`src/rtl/skid_buffer.sv`:
```
`default_nettype none
// ============================================================================
// Module      : skid_buffer
// Description : Two-entry ready/valid skid buffer. Words are held in a main
//               register (drives out_data) and a skid register that catches
//               a word arriving while the main word is stalled. All handshake
//               outputs decode from the state register alone, so neither
//               in_ready nor out_valid has a combinational path from the
//               opposite side of the interface.
// Ports       : CLK        - rising-edge clock for all state
//               Reset      - asynchronous, active-high reset
//               flush      - synchronous discard of all held words
//               in_valid   - upstream word present
//               in_data    - upstream word
//               in_ready   - buffer accepts a word this cycle
//               out_valid  - out_data holds a valid word
//               out_data   - oldest held word
//               out_ready  - downstream consumes the word this cycle
//               count      - number of held words, 0..2
// Revision    : 1.0 - initial release
// ============================================================================
module skid_buffer #(
    parameter int WIDTH = 32
) (
    input  logic             CLK,
    input  logic             Reset,
    input  logic             flush,
    input  logic             in_valid,
    input  logic [WIDTH-1:0] in_data,
    output logic             in_ready,
    output logic             out_valid,
    output logic [WIDTH-1:0] out_data,
    input  logic             out_ready,
    output logic [1:0]       count
);

    // Encoding matches the occupancy so the state doubles as the count.
    typedef enum logic [1:0] {
        ST_EMPTY = 2'd0,
        ST_BUSY  = 2'd1,
        ST_FULL  = 2'd2
    } state_t;

    state_t           state_q, state_d;
    logic [WIDTH-1:0] main_q, main_d;
    logic [WIDTH-1:0] skid_q, skid_d;

    logic w_in_fire;
    logic w_out_fire;

    // Output decode from the state register only.
    always_comb begin
        in_ready  = (state_q != ST_FULL);
        out_valid = (state_q != ST_EMPTY);
        out_data  = main_q;
        case (state_q)
            ST_EMPTY: count = 2'd0;
            ST_BUSY:  count = 2'd1;
            ST_FULL:  count = 2'd2;
            default:  count = 2'd0;
        endcase
    end

    assign w_in_fire  = in_valid & in_ready;
    assign w_out_fire = out_valid & out_ready;

    always_comb begin
        state_d = state_q;
        main_d  = main_q;
        skid_d  = skid_q;
        if (flush) begin
            // Flush wins over any handshake; register contents are left as-is
            // because out_valid=0 already hides them.
            state_d = ST_EMPTY;
        end else begin
            case (state_q)
                ST_EMPTY: begin
                    if (w_in_fire) begin
                        main_d  = in_data;
                        state_d = ST_BUSY;
                    end
                end
                ST_BUSY: begin
                    if (w_in_fire && w_out_fire) begin
                        // Pass-through: the new word replaces the departing one.
                        main_d = in_data;
                    end else if (w_in_fire) begin
                        skid_d  = in_data;
                        state_d = ST_FULL;
                    end else if (w_out_fire) begin
                        state_d = ST_EMPTY;
                    end
                end
                ST_FULL: begin
                    // in_ready is low here, so only the drain side can move.
                    if (w_out_fire) begin
                        main_d  = skid_q;
                        state_d = ST_BUSY;
                    end
                end
                default: begin
                    state_d = ST_EMPTY;
                end
            endcase
        end
    end

    always_ff @(posedge CLK or posedge Reset) begin
        if (Reset) begin
            state_q <= ST_EMPTY;
            main_q  <= '0;
            skid_q  <= '0;
        end else begin
            state_q <= state_d;
            main_q  <= main_d;
            skid_q  <= skid_d;
        end
    end

endmodule
`default_nettype wire

```
`config.mk`:
```
export PLATFORM = sky130hd
export DESIGN_NAME = skid_buffer
export DESIGN_NICKNAME = d
export VERILOG_FILES = /design/src/rtl/skid_buffer.sv
export SDC_FILE = /design/constraint.sdc
export NUM_CORES = 1
export LEC_CHECK = 0
export CELL_PAD_IN_SITES_DETAIL_PLACEMENT = 0
export CELL_PAD_IN_SITES_GLOBAL_PLACEMENT = 1
export CORE_MARGIN = 5
export CORE_UTILIZATION = 31
export DETAILED_ROUTE_END_ITERATION = 6
export HOLD_SLACK_MARGIN = 0.05
export MAX_ROUTING_LAYER = met4
export PLACE_DENSITY = 0.65
export SETUP_SLACK_MARGIN = 0.02
export SLEW_MARGIN = 5
export SYNTH_ARGS = -nofsm -noshare
export SYNTH_HDL_FRONTEND = slang
export SYNTH_SLANG_ARGS = --single-unit
```
`constraint.sdc`:
```
create_clock -name CLK -period 2.6 [get_ports CLK]
set_input_delay 0.78 -clock CLK [delete_from_list [all_inputs] [get_ports CLK]]
set_output_delay 0.78 -clock CLK [all_outputs]
set_load 0.05 [all_outputs]
```
==> run metrics <==
result of the run=completed; Syn Nets=227; area of the placeable core=10,140 sq um; Highest Clock Rate=430.1 MHz; hold-critical path depth=1; combined global-route utilization of all metal layers=11.29%; Final Wtd Congestion=0.6663; share of synthesized cell area in full adder, half adder and majority cells=0%; Remaining DRCs=0; R2R Path End=out_data[26]; largest incremental delay on the critical path=0.45 ns; Post-Synthesis Cell Area=3176 sq um; startpoint kind of the worst setup timing path=flip-flop; Clock Sink Count=66; hold_ws=0.5015 ns; cell class contributing the biggest share of worst-path delay=flip-flops; setup slack on the worst flop-to-flop path=0.79 ns; starting DRC count in detailed routing=37; clock buffer count from CTS=9; number of antenna cells inserted=0; Yosys warnings=0; die height=111.2 um; Worst Min Path Start=out_data[17]; Static Leak=1.951 nW; number of global-route vias before repair=2,050; basic-gate share of the synthesized area counting and, or, nand and nor cells=2.600%; crit path DAT=1.54 ns; detailed placer's ending HPWL=4.424 mm; synthesized-area fraction occupied by ao, oa, aoi and oai cells=1.182%; Initial Util=31.32%; IO buf count=72; top cells by area in the synthesized netlist=dfrtp_1, mux2_4, mux2_2; Max stage delay cell, worst path=dfrtp_1; final WL=6.442 mm; area added between synthesis and finish=35.93%; GRT overflow=0; buffers inserted during post-CTS setup optimization=0; maximum number of pins on one net before global-route repair=53; distinct cell type count of the synthesized netlist=19; number of antenna violations at the first check in global routing=0; post-synthesis xor/xnor area fraction=0%; worst hold path type=flip-flop to flip-flop; proportion of synthesized area in mux cells=40.43%; master cell of the clock root buffer=clkbuf_8; worst reg2reg path startpoint=state_q[0]; router iterations before antenna repair=4; largest area contributor in the netlist=dfrtp_1; clock period minus final worst setup slack=2.325 ns; worst max-slew margin expressed relative to the limit=64.81%; Antenna Nets Post-Route=0; boundary pin count=73; switching pwr=0.001104 W; depth of the worst register-to-register path=4; die extent in x=111.2 um; share of layout cells above drive strength 1=46.76%; largest family of logic cells by synthesized area=multiplexers; switching part of the total power=31.64%; final worst-path cycle share=89.42%; detailed-route vias per instance=4.321; Std-Cell Rows=37; worst supply voltage drop on vdd=0.3550 mV; Longest Clk Path Bufs=2; sequential group share of total power=40.5%; Total Nets Final=310; Worst setup EP type=output port; start-to-end type of the worst setup path=flip-flop to output port; number of setup violations in the final report=0; clock latency at the later pin of the worst-skew pair=0.34 ns; setup repair after global routing missed its margin=no; register area share after synthesis=52.01%; first-pass GRT wire length=10.60 mm; setup_tns=0 ns; number of synthesized register bits=66; Avg Inst Size Synth=16.71 sq um; post-synthesis cell count=190; Post-Route Skew=0.006196 ns; WHS Endpoint=out_data[17]; post-synth top area share=52.01%; total power density per cell area=808.3 nW/um^2; Power Total=0.003489 W; Critical Path Fanout Max=7; CP Cell Sequence=or2_2, dlygate4sd2_1; CTS H-Tree Depth=3; max capacitance violation total=0; count of endpoints failing hold in the final timing report=0; Die Area=12,370 sq um; combinational share of power=32.3%; Buf/Inv on CP=1; worst slew pin tran=0.5262 ns; WL/cell=15.56 um; via count=1,789; final number of max-transition violations=0; clock power share=27.3%; cell internal power dissipation=0.002385 W; clock-pin transition on the worst setup and hold timing paths=0.07 ns; TritonCTS clock tree=built; Data required, critical path=1.82 ns
[how the worst max path moves through the flow]
stage | start | endpoint | slack, ns | cells past startpoint
after global routing | state_q[1] | out_valid | 0.22 | 2
after CTS | state_q[1] | out_valid | 0.25 | 2
after global placement | in_valid | out_data[19] | 0.09 | 6
after floorplan | Reset | out_data[0] | 0.17 | 1
after detailed placement | in_valid | out_data[21] | 0.07 | 6
final | state_q[1] | out_valid | 0.28 | 2
[cell usage after synthesis]
| cell type | count |
|---|---|
| dfrtp_1 | 66 |
| mux2_4 | 54 |
| mux2_2 | 41 |
| buf_6 | 10 |
| inv_1 | 2 |
| nand2_1 | 2 |
| nor2b_1 | 2 |
| or2_2 | 2 |
| a21oi_1 | 1 |
| a21oi_4 | 1 |
| mux2_1 | 1 |
| nand2b_1 | 1 |
| nand2b_2 | 1 |
| nand3b_1 | 1 |
| nor2_1 | 1 |
| nor3_1 | 1 |
| nor3b_4 | 1 |
| o21a_1 | 1 |
| o22a_1 | 1 |
[through the flow]
stage | utilization [%] | area [sq um] | cells | setup WS [ns]
2_1_floorplan | - | 3176 | 190 | 0.1652
3_3_place_gp | 40.43 | 4099 | 398 | 0.08961
3_5_place_dp | 40.43 | 4099 | 398 | 0.07176
4_1_cts | 42.58 | 4317 | 414 | 0.2521
5_1_grt | 42.58 | 4317 | 414 | 0.2188
6_report | 42.58 | 4317 | 414 | 0.2751
[cell usage in the layout (no fill, tap or decap), types with 2 or more instances in the layout]
master | netlist | layout
mux2_4 | 54 | 54
nor2b_1 | 2 | 2
clkbuf_8 | 0 | 10
nand2b_2 | 1 | 2
buf_4 | 0 | 7
clkinv_2 | 0 | 2
bufinv_16 | 0 | 2
clkdlybuf4s50_1 | 0 | 68
mux2_2 | 41 | 41
nand2_1 | 2 | 2
dfrtp_1 | 66 | 66
or2_2 | 2 | 2
buf_12 | 0 | 6
[logic make-up (layout without fill, tap and decap cells)]
family          after synthesis  count (layout)
buf+inv                      12             100
compound gates                4               4
simple gates                 12              12
flops                        66              66
mux                          96              96
[cell type report]
| class | count | area [sq um] |
|---|---|---|
| Sequential cell | 66 | 1652 |
| Timing Repair Buffer | 82 | 862.1 |
| Clock inverter | 5 | 77.57 |
| Inverter | 2 | 7.507 |
| Clock buffer | 11 | 141.4 |
| Multi-Input combinational cell | 112 | 1406 |
| Tap cell | 136 | 170.2 |
| Fill cell | 938 | 5822 |
[sequential cells by signal, summed over array words and instances, names as in the netlist]
signal    cells
out_data     32
state_q       2
skid_q       32
[layer usage]
metal  share of wire (%)  GRT usage [%]  up-vias
met4                 2.0          5.596        0
met5                   0              -        -
met3                 3.3          2.620        8
li1                    -              -      835
met2                  48          17.61       42
met1                  47          13.75      904
[power by group through the flow]
stage	clock network, W	logic [W]	registers (W)
after global placement	0	0.00113	0.00143
after CTS	0.000992	0.00114	0.00142
final	0.000951	0.00113	0.00141
after global routing	0.00104	0.00118	0.00145
after floorplan	0	0.000414	0.00178
after detailed placement	0	0.00114	0.00143
[what timing repair did]
action,in CTS,in global routing
resized for setup,1,0
endpoints found under the setup margin,1,0
hold buffers,0,0
Note: power is estimated with default switching activity, not from simulation.
